$ cat src/rtl/warp_scheduler_pkg.sv
// Shared types and helpers for the per-core warp scheduler.
package warp_scheduler_pkg;

  // Lifecycle of one warp inside the scheduler (separate from warp_state_t).
  typedef enum logic [2:0] {
    SW_IDLE  = 3'd0,
    SW_FETCH = 3'd1,
    SW_READY = 3'd2,
    SW_EXEC  = 3'd3,
    SW_DONE  = 3'd4
  } sched_warp_state_t;

  // Widest execution mask the helper can build; callers truncate to their width.
  localparam int MAX_THREADS = 64;

  // Mask for the last launched warp: low 'tail' bits set, or all 't' bits when tail is 0
  // (or larger than the warp).
  function automatic logic [MAX_THREADS-1:0] tail_mask(input int tail, input int t);
    logic [MAX_THREADS-1:0] m;
    m = {MAX_THREADS{1'b0}};
    for (int i = 0; i < MAX_THREADS; i++) begin
      if ((i < t) && ((tail == 0) || (i < tail))) begin
        m[i] = 1'b1;
      end else begin
        m[i] = 1'b0;
      end
    end
    return m;
  endfunction

endpackage

$ cat src/rtl/warp_scheduler_rr_arbiter.sv
// Round-robin arbiter: first requester at or above the pointer, wrapping around.
module rr_arbiter #(
  parameter int N = 4,
  localparam int IW = (N > 1) ? $clog2(N) : 1
) (
  input  logic [N-1:0]  req,
  input  logic [IW-1:0] ptr,
  output logic [N-1:0]  grant_oh,
  output logic [IW-1:0] grant_idx,
  output logic          any_valid
);

  logic [IW-1:0] cand_s;

  // Scan from the pointer upward with wrap; the first requester wins.
  always_comb begin
    grant_oh  = {N{1'b0}};
    grant_idx = {IW{1'b0}};
    any_valid = 1'b0;
    cand_s    = {IW{1'b0}};
    for (int i = 0; i < N; i++) begin
      cand_s = IW'((int'(ptr) + i) % N);
      if (!any_valid && req[cand_s]) begin
        any_valid        = 1'b1;
        grant_idx        = cand_s;
        grant_oh[cand_s] = 1'b1;
      end else begin
        any_valid = any_valid;
      end
    end
  end

endmodule

$ cat src/rtl/warp_scheduler.sv
// Per-core warp scheduler: per-warp lifecycle, fetch requests, round-robin issue
// of one READY warp at a time, execution-mask tracking and core-level done.
module warp_scheduler
  import warp_scheduler_pkg::*;
#(
  parameter int WARPS_PER_CORE   = 4,
  parameter int THREADS_PER_WARP = 8,
  localparam int NW_W   = $clog2(WARPS_PER_CORE + 1),
  localparam int IDX_W  = (WARPS_PER_CORE > 1) ? $clog2(WARPS_PER_CORE) : 1,
  localparam int TAIL_W = $clog2(THREADS_PER_WARP + 1)
) (
  input  logic                        clk,
  input  logic                        reset,
  input  logic                        start,
  input  logic [NW_W-1:0]             num_warps,
  input  logic [TAIL_W-1:0]           tail_threads,
  output logic                        busy,
  output logic                        done,
  output logic [WARPS_PER_CORE-1:0]   fetch_req,
  input  logic [WARPS_PER_CORE-1:0]   fetch_resp_valid,
  output logic                        issue_valid,
  output logic [IDX_W-1:0]            issue_warp,
  output logic [THREADS_PER_WARP-1:0] issue_mask,
  input  logic                        issue_ready,
  input  logic                        exec_done,
  input  logic                        exec_finish,
  input  logic                        mask_we,
  input  logic [THREADS_PER_WARP-1:0] mask_wdata
);

  localparam int W = WARPS_PER_CORE;
  localparam int T = THREADS_PER_WARP;

  sched_warp_state_t state_r     [W];
  sched_warp_state_t state_nxt_s [W];
  logic [T-1:0]      mask_r      [W];
  logic [T-1:0]      mask_nxt_s  [W];

  logic [IDX_W-1:0]  rr_ptr_r;
  logic [IDX_W-1:0]  exec_warp_r;
  logic              exec_busy_r;
  logic              busy_r;
  logic              done_r;
  logic [W-1:0]      fetch_req_r;

  logic              launch_s;
  logic [NW_W-1:0]   n_clamp_s;
  logic [T-1:0]      tail_mask_s;
  logic [W-1:0]      req_s;
  logic [W-1:0]      arb_oh_s;
  logic [IDX_W-1:0]  arb_idx_s;
  logic              arb_any_s;
  logic              issue_fire_s;
  logic              exec_retire_s;
  logic              all_done_nxt_s;
  logic [T-1:0]      sel_mask_s;
  logic [IDX_W-1:0]  rr_ptr_nxt_s;

  // Launch decode: clamp the requested warp count and build the tail mask.
  always_comb begin
    launch_s    = start && !busy_r;
    n_clamp_s   = (num_warps > NW_W'(W)) ? NW_W'(W) : num_warps;
    tail_mask_s = T'(tail_mask(int'(tail_threads), T));
  end

  // READY warps request the shared execute path.
  always_comb begin
    req_s = {W{1'b0}};
    for (int w = 0; w < W; w++) begin
      req_s[w] = (state_r[w] == SW_READY);
    end
  end

  rr_arbiter #(.N(W)) u_arb (
    .req       (req_s),
    .ptr       (rr_ptr_r),
    .grant_oh  (arb_oh_s),
    .grant_idx (arb_idx_s),
    .any_valid (arb_any_s)
  );

  // Mask of the granted warp, selected through the one-hot grant.
  always_comb begin
    sel_mask_s = {T{1'b0}};
    for (int w = 0; w < W; w++) begin
      if (arb_oh_s[w]) begin
        sel_mask_s = sel_mask_s | mask_r[w];
      end else begin
        sel_mask_s = sel_mask_s;
      end
    end
  end

  // Issue is gated by the registered exec_busy, which also yields the bubble after exec_done.
  assign issue_valid   = arb_any_s && !exec_busy_r;
  assign issue_warp    = issue_valid ? arb_idx_s : {IDX_W{1'b0}};
  assign issue_mask    = issue_valid ? sel_mask_s : {T{1'b0}};
  assign issue_fire_s  = issue_valid && issue_ready;
  assign exec_retire_s = exec_done && exec_busy_r;

  // Pointer moves to the slot just after the warp that was issued.
  always_comb begin
    if (arb_idx_s == IDX_W'(W - 1)) begin
      rr_ptr_nxt_s = {IDX_W{1'b0}};
    end else begin
      rr_ptr_nxt_s = arb_idx_s + IDX_W'(1);
    end
  end

  // Next state and mask of every warp.
  always_comb begin
    for (int w = 0; w < W; w++) begin
      state_nxt_s[w] = state_r[w];
      mask_nxt_s[w]  = mask_r[w];
    end
    if (launch_s) begin
      for (int w = 0; w < W; w++) begin
        if (NW_W'(w) < n_clamp_s) begin
          state_nxt_s[w] = SW_FETCH;
          mask_nxt_s[w]  = (NW_W'(w + 1) == n_clamp_s) ? tail_mask_s : {T{1'b1}};
        end else begin
          state_nxt_s[w] = SW_IDLE;
          mask_nxt_s[w]  = {T{1'b0}};
        end
      end
    end else begin
      for (int w = 0; w < W; w++) begin
        case (state_r[w])
          SW_FETCH: begin
            if (fetch_resp_valid[w]) begin
              state_nxt_s[w] = SW_READY;
            end else begin
              state_nxt_s[w] = SW_FETCH;
            end
          end
          SW_READY: begin
            if (issue_fire_s && (arb_idx_s == IDX_W'(w))) begin
              state_nxt_s[w] = SW_EXEC;
            end else begin
              state_nxt_s[w] = SW_READY;
            end
          end
          SW_EXEC: begin
            if (exec_retire_s && (exec_warp_r == IDX_W'(w))) begin
              if (mask_we) begin
                mask_nxt_s[w] = mask_wdata;
              end else begin
                mask_nxt_s[w] = mask_r[w];
              end
              if (exec_finish || (mask_we && ~|mask_wdata)) begin
                state_nxt_s[w] = SW_DONE;
              end else begin
                state_nxt_s[w] = SW_FETCH;
              end
            end else begin
              state_nxt_s[w] = SW_EXEC;
            end
          end
          default: begin
            state_nxt_s[w] = state_r[w];
          end
        endcase
      end
    end
  end

  // Completion is judged on the next state so done rises together with the last DONE.
  always_comb begin
    all_done_nxt_s = 1'b1;
    for (int w = 0; w < W; w++) begin
      if ((state_nxt_s[w] != SW_DONE) && (state_nxt_s[w] != SW_IDLE)) begin
        all_done_nxt_s = 1'b0;
      end else begin
        all_done_nxt_s = all_done_nxt_s;
      end
    end
  end

  // Per-warp state, masks and registered fetch requests.
  always_ff @(posedge clk) begin
    if (reset) begin
      for (int w = 0; w < W; w++) begin
        state_r[w]     <= SW_IDLE;
        mask_r[w]      <= {T{1'b0}};
        fetch_req_r[w] <= 1'b0;
      end
    end else begin
      for (int w = 0; w < W; w++) begin
        state_r[w]     <= state_nxt_s[w];
        mask_r[w]      <= mask_nxt_s[w];
        fetch_req_r[w] <= (state_nxt_s[w] == SW_FETCH);
      end
    end
  end

  // Execute-path occupancy and round-robin pointer.
  always_ff @(posedge clk) begin
    if (reset) begin
      exec_busy_r <= 1'b0;
      exec_warp_r <= {IDX_W{1'b0}};
      rr_ptr_r    <= {IDX_W{1'b0}};
    end else if (issue_fire_s) begin
      exec_busy_r <= 1'b1;
      exec_warp_r <= arb_idx_s;
      rr_ptr_r    <= rr_ptr_nxt_s;
    end else if (exec_retire_s) begin
      exec_busy_r <= 1'b0;
    end else begin
      exec_busy_r <= exec_busy_r;
    end
  end

  // Core-level busy/done: set on launch, released when every launched warp is DONE.
  always_ff @(posedge clk) begin
    if (reset) begin
      busy_r <= 1'b0;
      done_r <= 1'b0;
    end else if (launch_s) begin
      busy_r <= (n_clamp_s != {NW_W{1'b0}});
      done_r <= (n_clamp_s == {NW_W{1'b0}});
    end else if (busy_r && all_done_nxt_s) begin
      busy_r <= 1'b0;
      done_r <= 1'b1;
    end else begin
      busy_r <= busy_r;
      done_r <= done_r;
    end
  end

  assign busy      = busy_r;
  assign done      = done_r;
  assign fetch_req = fetch_req_r;

endmodule

$ cat config.mk
export PLATFORM = sky130hd
export DESIGN_NAME = warp_scheduler
export DESIGN_NICKNAME = d
export VERILOG_FILES = /design/src/rtl/warp_scheduler_pkg.sv /design/src/rtl/warp_scheduler_rr_arbiter.sv /design/src/rtl/warp_scheduler.sv
export SDC_FILE = /design/constraint.sdc
export NUM_CORES = 1
export LEC_CHECK = 0
export CAP_MARGIN = 15
export CORE_MARGIN = 3
export CORE_UTILIZATION = 58
export DETAILED_ROUTE_END_ITERATION = 8
export DONT_BUFFER_PORTS = 1
export GPL_TIMING_DRIVEN = 0
export HOLD_SLACK_MARGIN = 0.03
export PLACE_DENSITY = 0.76
export SLEW_MARGIN = 30
export SYNTH_ARGS = -nofsm -noshare
export SYNTH_HDL_FRONTEND = slang
export SYNTH_HIERARCHICAL = 1
export SYNTH_SLANG_ARGS = --single-unit
$ cat constraint.sdc
create_clock -name clk -period 3.52 [get_ports clk]
set_input_delay 0.352 -clock clk [delete_from_list [all_inputs] [get_ports clk]]
set_output_delay 0.352 -clock clk [all_outputs]
set_load 0.01 [all_outputs]
Yosys cells after proc, flatten, opt, wreduce, memory -nomap -nowiden. Memories as Yosys holds them, arrays and structs flattened. Cells that the tools add are included.

Flip-flop bits (word level): 11. Latch bits: 0. Memory bits (writable): 44. ROM bits: 0. Input port bits: 26. Output and inout bits: 17. Word-level logic and storage cells: 237. Memories kept: 2.

Memories: mask_r (depth 4, bits a word 8, rd ports 4, clocked after Yosys merged registers in 0, wr ports 4, RTL line warp_scheduler.sv:36) `logic [T-1:0] mask_r [W];`; state_r (depth 4, bits a word 3, rd ports 4, clocked after Yosys merged registers in 0, wr ports 4, RTL line warp_scheduler.sv:34) `sched_warp_state_t state_r [W];`.

Add/sub/neg operators: 4. Multipliers: 0. Div/mod/pow operators: 0. $lt $le $gt $ge: 21. Equal/unequal tests: 30. Shift-type cells: 0. Mux-type cells: 108. Bitwise gates (word level): 14. Reduce and logical (&&, ||, !) cells: 52.

Operators with widths (count): $mux W8 (29); $mux W1 (41); $pmux W3 S3 (4); $mux W32 (1); $mux W3 (10); $logic_and A1 B1 Y1 (25); $eq A3 B1 Y1 const B (8); $eq A3 B2 Y1 const B (8); $or A8 B8 Y8 (3); $mux W2 (10); $lt A3 B4 Y1 const A (4); $mux W4 (4); $reduce_bool A3 Y1 (5); $lt A2 B3 Y1 const B (4); $mux W12 (1); $ne A3 B3 Y1 const B (4); $or A4 B4 Y4 (3); $logic_or A1 B1 Y1 (9); $bmux W1 S2 (4); $demux W1 S2 (4); $eq A2 B2 Y1 const B (4); $ge A2 B1 Y1 const B (4); $lt A1 B4 Y1 const A (2); $lt A2 B4 Y1 const A (2); 16 further kinds (36).

Logic depth before layout (Yosys ltp). Gate-level depths: netlist of the first run. An unclocked memory read counts as a cell.

Word-level depth: 29. Gate-level depth with buffers: 16. Mapped depth without buffers: 14.

Cells and area by module. The synthesis of the first run kept the hierarchy.

Modules (own cells, without submodules): warp_scheduler (times used 1, cells each 379, area an instance 3059.2 um^2, sequential area each 1101.1 um^2); rr_arbiter (times used 1, cells each 45, area an instance 419.2 um^2, sequential area each 0.0 um^2).

Least setup slack after synthesis of the first run. No wires, ideal clock.

Path kind: reg-to-reg. Start point: register rr_ptr_r[0]. End point: register done_r, in the netlist done. Library setup time: 0.122 ns. Arrival time: 3.193 ns. Required time: 3.398 ns. Path slack: 0.206 ns. Cell stages (with the launch flop): 17. Buffers on the path: 2. Period minus slack after synthesis: 3.314 ns. Cell sequence: dfxtp_1 buf_6 inv_1 ha_1 mux4_2 buf_6 nor4b_4 nor2_1 a32o_1 inv_1 ha_1 nand2_1 nor3_1 nor4_1 a211o_1 and4_1 o311a_1.

Elaborated cells between the ends (all ways): 62. Those cells by class: add/sub: 3; eq/ne: 7; mux: 29; reduce/logical: 23.

RTL lines: from (decl) (RTL line warp_scheduler.sv:39) `logic [IDX_W-1:0] rr_ptr_r;`; from (signal assigned) (RTL line warp_scheduler.sv:201) `rr_ptr_r <= {IDX_W{1'b0}};`; from (signal assigned) (RTL line warp_scheduler.sv:205) `rr_ptr_r <= rr_ptr_nxt_s;`; branches (longest 11 deep; another with $add A2 B1 Y2); $mux W2 * (RTL line warp_scheduler_rr_arbiter.sv:23) `if (!any_valid && req[cand_s]) begin`; net arb_idx_s[1] (RTL line warp_scheduler.sv:51) `logic [IDX_W-1:0] arb_idx_s;`; $logic_not A2 Y1 (RTL line warp_scheduler.sv:137) `if (issue_fire_s && (arb_idx_s == IDX_W'(w))) begin`; $logic_and A1 B1 Y1 (RTL line warp_scheduler.sv:137); $mux W1 (RTL line warp_scheduler.sv:137); $pmux W3 S3 (RTL line warp_scheduler.sv:128) `case (state_r[w])`; $mux W12 * (RTL line warp_scheduler.sv:116) `if (launch_s) begin`; $ne A3 B3 Y1 / $reduce_bool A3 Y1 (equally long branches) (RTL line warp_scheduler.sv:171) `if ((state_nxt_s[w] != SW_DONE) && (state_nxt_s[w] != SW_IDLE)) begin`; $logic_and A1 B1 Y1 (RTL line warp_scheduler.sv:171); $mux W1 (3 in series) (RTL line warp_scheduler.sv:171); $mux W1 * (RTL line warp_scheduler.sv:171); $logic_and A1 B1 Y1 * (RTL line warp_scheduler.sv:221) `end else if (busy_r && all_done_nxt_s) begin`; $reduce_bool A2 Y1 (no source line) *; to (signal assigned) (RTL line warp_scheduler.sv:220) `done_r <= (n_clamp_s == {NW_W{1'b0}});`; to (signal assigned) (RTL line warp_scheduler.sv:226) `done_r <= done_r;`; to (decl) (RTL line warp_scheduler.sv:43) `logic done_r;`.

Mark *: on every way through the listed nets, which the timed path passes. The select of a mux whose other input is x is not followed. A chain may end at the register's enable or synchronous reset.

==> flow_summary.ini, run 1 <==
[power]
vdd_drop_max_mv = 0.237
p_leak_nw = 1.33
cellPowerDensity_nw_per_um2 = 359

[floorplanning]
start_util = 0.617
die_area_um2 = 6960
die_h_um = 83.4
rows = 27
core_region_area_um2 = 5640
die_w_um = 83.4
io_pins = 43

[final_layout]
nets = 471
fill_cells = 466
regArea_um2 = 1110
stdcell_area_um2 = 3810
multiInputGateArea_um2 = 2260
synthToLayoutAreaGrowth_pct = 9.57
layout.cells.non_filler = 509
drive_above_1_share = 0.165
antennaDiodeCount = 0

[timing]
clock.fmax_mhz = 292
finalCriticalPeriod_ns = 3.43
finalClockSkew_ns = 0.0112
relSlewSlack = 0.419
worst_pin_slew_ns = 0.863
hold_viol_final = 0
setup_viol = 0
fin_crit_sh = 0.974
rsz0062_at_grt = true
slew_violations = 0

[critical_path]
crit_type = register to register
setup.worst_path.start_class = register
cp.arrival_ns = 3.64
worstPathRequired_ns = 3.73
endpoint_kind = register
worst-path-max-fanout = 10

[routing]
vias = 3491
ant_nets = 0
drc = 0
wl_met1_um = 4550
drt_iter0_drc = 435
route.met3.wl_um = 1050
routedWlPerCell_um = 20.8
dr_wl_met2_um = 4790
drt-total-wl_um = 10600
highest_layer = met4
drt_pass1_iterations = 5
drt-vias-per-instance = 6.86

[clock_network]
cts.clk_slew.worst_paths_ns = 0.10
clock-root-buffer = clkbuf_8
cts_tree = yes
htree_levels = 2
ctsHoldBuffers = 0
clock_latency_ns = 0.31
numCtsBuffers = 5
cts.sinks = 55
clk_path_buf_depth = 2

[job]
maxCapViolations = 0

[logic_synthesis]
synth_top_family_by_area = compound AO/OA/AOI/OAI gates
synth_top_area_frac = 0.317
synth_area_leader_cell = dfxtp_1
synthTopCellsByArea = dfxtp_1 (32%), a22oi_1 (6.3%), nor2_1 (5.6%)
ys.warnings.count = 6
synth_area_um2 = 3480
synth-seq-cells = 55
synth_most_common_cell = dfxtp_1
ys_types = 65
synth_enable_flop_cells = 0
synthFlopType = dfxtp_1
synth_mux_area_frac = 0.0579
synth_nets = 459
synth_fa_ha_area_frac = 0.0324
synth_xor_xnor_area_share = 0.00252
synth_cells = 424
synth_compound_area_frac = 0.278
synthArstFlopShare = 0
synth-simple-area-share = 0.253
synth_common_cells = dfxtp_1 (55), nor2_1 (52), a21oi_1 (30)
avgSynthCellArea_um2 = 8.20
yosysSeqAreaShare = 0.317

[global_route]
track_usage = 0.301
grt_max_degree = 18
grt_overflow = 0
grt_pass1_vias = 3270
antenna_found_initial = 0
grt_pass1_wl_um = 17000

[outcome]
status = completed

[worst_hold_path]
hold_class = input pin to register

[placed_design]
placed_cell_area_um2 = 3570
place_inst = 496
portBuffers = 0
gp_congestion = 0.943
dp_hpwl_um = 7670
==> flip-flops by register name, summed over array words and instances, names as in the netlist <==
name,flops
busy,1
done,1
exec_busy_r,1
exec_warp_r,2
fetch_req,4
mask_r,32
rr_ptr_r,2
state_r,12
==> metal layers <==
| layer | global-route usage | vias up |
|---|---|---|
| met2 | 0.465 | 207 |
| met3 | 0.0685 | 17 |
| met5 | 0 | - |
| met4 | 0.0804 | 0 |
| met1 | 0.425 | 1641 |
| li1 | - | 1626 |
==> repair_timing <==
action / CTS / global route
setup buffers: 3 / 3
resized for setup: 9 / 28
pin swaps: 1 / 4
setup endpoints to repair: 11 / 12
==> worst max-delay path: stages (launching register included) <==
cell and delay [ns]:
dfxtp_2 0.35, nor2b_1 0.15, nor2b_2 0.19, mux4_2 0.47, buf_6 0.16, nor4b_4 0.31, nor2_1 0.08, a32o_2 0.26
inv_2 0.08, ha_2 0.18, nand2_1 0.07, nor3_2 0.11, nor4_1 0.06, a211o_1 0.33, and4_1 0.22, o311a_1 0.29
==> cell usage in the layout (no fill, tap or decap), types with 4 or more instances in the layout <==
cell / Yosys / layout
o21ai_0: 23 / 22
clkbuf_8: 0 / 6
and2_1: 4 / 4
a221oi_1: 9 / 9
buf_4: 0 / 6
nor2b_1: 6 / 4
a311oi_1: 10 / 10
a22oi_1: 29 / 29
nor2_1: 52 / 52
a21oi_2: 0 / 8
mux2i_1: 7 / 7
nand2b_1: 5 / 5
buf_2: 11 / 12
o21a_1: 4 / 4
ha_1: 9 / 7
nor4_1: 4 / 4
nor3_1: 29 / 27
nand2_1: 26 / 26
dfxtp_1: 55 / 50
clkbuf_1: 17 / 13
a211oi_1: 8 / 8
inv_1: 14 / 13
a21oi_1: 30 / 22
==> through the flow <==
stage               utilization  setup WS, ns  hold WS [ns]  setup TNS [ns]  power, W
finish                    0.676        0.0900         0.217               0   0.00137
global route              0.676       -0.0515         0.213         -0.0700   0.00143
CTS                       0.658       0.00195         0.211               0   0.00135
detailed placement        0.633        -0.199         0.479          -0.269  0.000983
global placement          0.633        -0.197         0.471          -0.197  0.000977
floorplan                     -         0.206         0.461               0  0.000911
==> area by class of cell <==
type	count	share of cell area
Buffer	31	0.0414
Timing Repair Buffer	6	0.0118
Multi-Input combinational cell	323	0.592
Inverter	14	0.0138
Sequential cell	55	0.292
Clock buffer	6	0.0217
Clock inverter	2	0.00361
Tap cell	72	0.0236
==> where the power goes <==
group | total [W] | internal, W | switching, W
Combinational | 0.000284 | 0.000104 | 0.000180
Clock | 0.000377 | 0.000162 | 0.000216
Sequential | 0.000707 | 0.000671 | 0.0000364
==> kinds of logic after synthesis <==
group | after synthesis
xor+xnor | 1
mux | 14
fa+ha+maj | 9
compound gates | 139
simple gates | 160
buf+inv | 46
flops | 55
==> final timing paths <==
| check | to | slack [ns] | cells after the start | from |
|---|---|---|---|---|
| setup / recovery | done | 0.09 | 15 | state_r[0][1] |
| hold / removal | exec_busy_r | 0.22 | 2 | exec_done |
| setup reg to reg | done | 0.09 | 15 | state_r[0][1] |
| hold reg to reg | mask_r[0][9] | 0.50 | 2 | mask_r[0][9] |
Power figures use the tool's default switching activity.
==> run 2: changes to the inputs <==
--- a/config.mk
+++ b/config.mk
@@ -5,14 +5,14 @@
 export SDC_FILE = /design/constraint.sdc
 export NUM_CORES = 1
 export LEC_CHECK = 0
+export BUFFER_PORTS_ARGS = -buffer_cell sky130_fd_sc_hd__buf_4
 export CAP_MARGIN = 15
 export CORE_MARGIN = 3
-export CORE_UTILIZATION = 58
+export CORE_UTILIZATION = 53
 export DETAILED_ROUTE_END_ITERATION = 8
-export DONT_BUFFER_PORTS = 1
 export GPL_TIMING_DRIVEN = 0
 export HOLD_SLACK_MARGIN = 0.03
-export PLACE_DENSITY = 0.76
+export PLACE_DENSITY = 0.77
 export SLEW_MARGIN = 30
 export SYNTH_ARGS = -nofsm -noshare
 export SYNTH_HDL_FRONTEND = slang
==> flow_summary.ini, run 2 (same netlist as run 1, synthesis figures left out) <==
[worst_hold_path]
hold_path.startpoint = reset
hold_class = input pin to register

[timing]
setup_viol = 0
worst_pin_slew_ns = 0.759
relSlewSlack = 0.489
setup_ws_ns = 0.106
clock.fmax_mhz = 293
fin_crit_sh = 0.970
finalClockSkew_ns = 0.00359
rsz0062_at_grt = false
tns_ns = 0
slew_violations = 0
finalCriticalPeriod_ns = 3.41
hold_viol_final = 0

[critical_path]
slowest_stage = mux4_2
rrSetupSlack_ns = 0.11
critPathMaxStageDelay_ns = 0.47
cp_cell_sequence = nor2b_2, nor2b_4, mux4_2, buf_6, nor4b_4, nor2_1, a32o_2, inv_2, ha_1, nand2_1, nor3_2, nor4_1, a211o_1, and4_1, o311a_1
setup.worst_path.start_class = register
r2r-start = state_r[0][1]
worst-path-max-fanout = 10
endpoint_kind = register
crit_type = register to register
worstPathRequired_ns = 3.72
cp.arrival_ns = 3.61
cp-startpoint = state_r[0][1]

[clock_network]
ctsHoldBuffers = 0
cts.clk_slew.worst_paths_ns = 0.10
cts.sinks = 55
clk_path_buf_depth = 2
cts_tree = yes
numCtsBuffers = 5
clock_latency_ns = 0.30
htree_levels = 2
clock-root-buffer = clkbuf_8

[final_layout]
top_register = mask_r
final_cell_mix = nor2_1 (52), dfxtp_1 (50), buf_4 (47), a21oi_1 (30), a22oi_1 (29)
antennaDiodeCount = 0
mostFrequentLayoutCell = nor2_1
fin_util = 0.670
largest_reg_flops = 32
synthToLayoutAreaGrowth_pct = 18.1
drive_above_1_share = 0.224
nets = 512
layout.cells.non_filler = 553

[routing]
drc = 0
routedWlPerCell_um = 19.0
ant_nets = 0
drt_iter0_drc = 462
drt-total-wl_um = 10500
drt_pass1_iterations = 6
vias = 3669
drt-vias-per-instance = 6.63

[outcome]
status = completed

[placed_design]
dp_slack_ns = -0.261
dp_hpwl_um = 7780
portBuffers = 41
gp_congestion = 0.936
place_inst = 540

[global_route]
track_usage = 0.283
antenna_found_initial = 0
grt_pass1_vias = 3291
grt_max_degree = 17
grt_overflow = 0
grt_pass1_wl_um = 16800

[power]
vdd_drop_max_mv = 0.250
internal-power_w = 0.000941
cellPowerDensity_nw_per_um2 = 336
p_clk_frac = 0.252
combPwrFrac = 0.238
p_leak_nw = 1.54
p_switching_w = 0.000438
seqPwrFrac = 0.510
switching_share = 0.318

[floorplanning]
die_area_um2 = 7570
rows = 28
io_pins = 43
start_util = 0.567
die_h_um = 87.0
die_w_um = 87.0
core_region_area_um2 = 6130

[job]
maxCapViolations = 0
## run 2: cell types whose count changed in the layout (fill, tap and decap cells not counted), sizes merged
cell,delta
inv,-1
clkbuf,-1
buf,+42
clkinvlp,+1
## run 2: final timing paths
kind / to / depth (start not counted)
max: done / 15
min: state_r[0][3] / 2
max reg2reg: done / 15
min reg2reg: mask_r[0][5] / 2
## run 2: critical path: cells and delay by family, from the launching register on
| family | cells | cell delay, ns |
|---|---|---|
| simple gates | 8 | 1.22 |
| compound gates | 3 | 0.85 |
| mux | 1 | 0.47 |
| flops | 1 | 0.35 |
| buf+inv | 2 | 0.24 |
| fa+ha+maj | 1 | 0.18 |
## run 2: stage by stage
step | power (W) | cell area, µm² | hold slack (ns)
after floorplan | 0.000911 | 3480 | 0.461
after global placement | 0.00102 | 3880 | 0.475
after detailed placement | 0.00102 | 3880 | 0.482
after CTS | 0.00137 | 4020 | 0.327
after global routing | 0.00145 | 4110 | 0.340
final | 0.00138 | 4110 | 0.335
## run 2: layout make-up
class / count / area [µm²]
clock inverters: 2 / 12.5
well taps: 75 / 93.8
inverters: 14 / 52.6
plain buffers: 31 / 168
clock buffers: 6 / 72.6
flip-flops and latches: 55 / 1110
repair buffers: 47 / 365
multi-input cells: 323 / 2230
fillers: 534 / 2020
## run 2: power by group through the flow
stage / registers, W / logic, W / clock network (W)
2_1_floorplan: 0.000711 / 0.000200 / 0
3_5_place_dp: 0.000715 / 0.000310 / 0
4_1_cts: 0.000702 / 0.000314 / 0.000352
3_3_place_gp: 0.000713 / 0.000304 / 0
5_1_grt: 0.000710 / 0.000359 / 0.000378
6_report: 0.000703 / 0.000329 / 0.000347
## run 2: routing by layer
layer / up-vias / global-route usage / share of wire / wire length (µm)
li1: 1710 / - / - / -
met4: 0 / 0.0822 / 0.021 / 223
met2: 226 / 0.441 / 0.45 / 4750
met1: 1711 / 0.393 / 0.42 / 4470
met3: 22 / 0.0615 / 0.10 / 1080
met5: - / 0 / 0 / 0
## run 2: repair_timing
action                                  4_1_cts  5_1_grt
setup buffers                                 4        2
endpoints found under the setup margin       12       12
hold endpoints to repair                      0        0
gates resized for setup                      11       25
pin swaps                                     1        2
==> run 3: changes to the inputs <==
--- a/config.mk
+++ b/config.mk
@@ -12,6 +12,7 @@
 export DETAILED_ROUTE_END_ITERATION = 8
 export GPL_TIMING_DRIVEN = 0
 export HOLD_SLACK_MARGIN = 0.03
+export MAX_ROUTING_LAYER = met4
 export PLACE_DENSITY = 0.77
 export SLEW_MARGIN = 30
 export SYNTH_ARGS = -nofsm -noshare
==> flow_summary.ini, run 3 (same netlist as run 1, synthesis figures left out) <==
[outcome]
status = completed

[timing]
relSlewSlack = 0.474
tns_ns = 0
finalCriticalPeriod_ns = 3.43
fin_crit_sh = 0.976
clock.fmax_mhz = 291
hold_ws_ns = 0.331
finalClockSkew_ns = 0.0113
setup_ws_ns = 0.0856
hold_viol_final = 0
worst_pin_slew_ns = 0.784
setup_viol = 0
slew_violations = 0

[routing]
vias = 3577
drt-total-wl_um = 10700
ant_nets = 0
routedWlPerCell_um = 19.3
drt_pass1_iterations = 5
drc = 0
drt-vias-per-instance = 6.45
drt_iter0_drc = 302

[clock_network]
cts.clk_slew.worst_paths_ns = 0.11
clock_latency_ns = 0.31
cts_tree = yes
cts.sinks = 55
clock-root-buffer = clkbuf_8
ctsHoldBuffers = 0
clk_path_buf_depth = 2
numCtsBuffers = 5
htree_levels = 2

[floorplanning]
die_area_um2 = 7570
die_w_um = 87.0
start_util = 0.567
io_pins = 43
core_region_area_um2 = 6130
rows = 28
die_h_um = 87.0

[global_route]
grt_pass1_vias = 3401
grt_overflow = 0
antenna_found_initial = 0
grt_pass1_wl_um = 17200
track_usage = 0.298
grt_max_degree = 17

[critical_path]
timing.critical_path.buf_inv = 4
critPathMaxStageDelay_ns = 0.47
setup.worst_path.start_class = register
worstPathRequired_ns = 3.17
cp.arrival_ns = 3.08
worst-path-max-fanout = 10
endpoint_kind = primary output
cp_cell_sequence = nor2b_2, nor2b_4, mux4_2, buf_6, nor4b_4, buf_4, a22oi_1, o21ai_0, buf_2, a22oi_1, a21oi_1, buf_4
slowest_stage = mux4_2
cpLargestDelayFamily = buffers and inverters
crit_type = register to primary output

[power]
power_w = 0.00148
p_leak_nw = 1.58
vdd_drop_max_mv = 0.272
cellPowerDensity_nw_per_um2 = 355

[placed_design]
gp_congestion = 0.959
dp_hpwl_um = 7840
portBuffers = 41
placed_cell_area_um2 = 3880
dp_slack_ns = -0.218

[final_layout]
nets = 514
final_cell_mix = nor2_1 (52), dfxtp_1 (49), buf_4 (49), a21oi_1 (30), a22oi_1 (29)
drive_above_1_share = 0.229
top_register = mask_r
mostFrequentLayoutCell = nor2_1
antennaDiodeCount = 0
largest_reg_flops = 32
stdcell_area_um2 = 4150
synthToLayoutAreaGrowth_pct = 19.3

[worst_hold_path]
hold_class = input pin to register

[job]
maxCapViolations = 0
## run 3: cell count changes in the layout (fill, tap and decap cells not counted), sizes merged
cell	previous run	this run
clkbuf	21	22
clkinvlp	1	0
buf	63	64
bufinv	0	1
## run 3: report_power, final
part / internal, W / switching (W)
clock: 0.000231 / 0.000213
combinational: 0.000130 / 0.000199
sequential: 0.000671 / 0.0000318
total: 0.00103 / 0.000444
## run 3: layout make-up
cell class / instances / area [µm²]
plain buffers: 31 / 163
clock buffers: 6 / 82.6
clock inverters: 2 / 35.0
fillers: 527 / 1980
inverters: 14 / 52.6
multi-input cells: 323 / 2240
flip-flops and latches: 55 / 1110
well taps: 75 / 93.8
repair buffers: 49 / 368
## run 3: metal layers
| layer | global-route usage | vias up | part of all wire | wire length, µm |
|---|---|---|---|---|
| met4 | 0.0708 | 0 | 0.0091 | 97 |
| li1 | - | 1697 | - | - |
| met2 | 0.452 | 179 | 0.46 | 4900 |
| met5 | - | - | 0 | 0 |
| met3 | 0.0520 | 12 | 0.092 | 988 |
| met1 | 0.414 | 1689 | 0.44 | 4710 |
## run 3: through the flow
step / utilization / cells
2_1_floorplan: - / 424
3_3_place_gp: 0.633 / 540
3_5_place_dp: 0.633 / 540
4_1_cts: 0.662 / 550
5_1_grt: 0.677 / 555
6_report: 0.677 / 555
## run 3: worst register-to-register path, delay by kind of cell (launching register included)
| kind | cells | cell delay, ns |
|---|---|---|
| muxes | 1 | 0.47 |
| adders and majority gates | 1 | 0.16 |
| and+or+nand+nor | 8 | 1.24 |
| DFF | 1 | 0.36 |
| buffers and inverters | 2 | 0.24 |
| AOI/OAI and AO/OA | 3 | 0.86 |
## run 3: final timing paths
| check | end | cells after the start | slack (ns) | start |
|---|---|---|---|---|
| max | issue_mask[0] | 12 | 0.09 | state_r[0][1] |
| max reg2reg | done | 15 | 0.09 | state_r[0][1] |
| min | exec_busy_r | 3 | 0.33 | exec_done |
| min reg2reg | mask_r[0][11] | 2 | 0.50 | mask_r[0][11] |
## run 3: timing repair
action | 4_1_cts | 5_1_grt
resized for setup | 13 | 20
buffers inserted | 3 | 5
pin swaps | 1 | 2
endpoints found under the hold margin | 0 | 0
endpoints found under the setup margin | 10 | 14
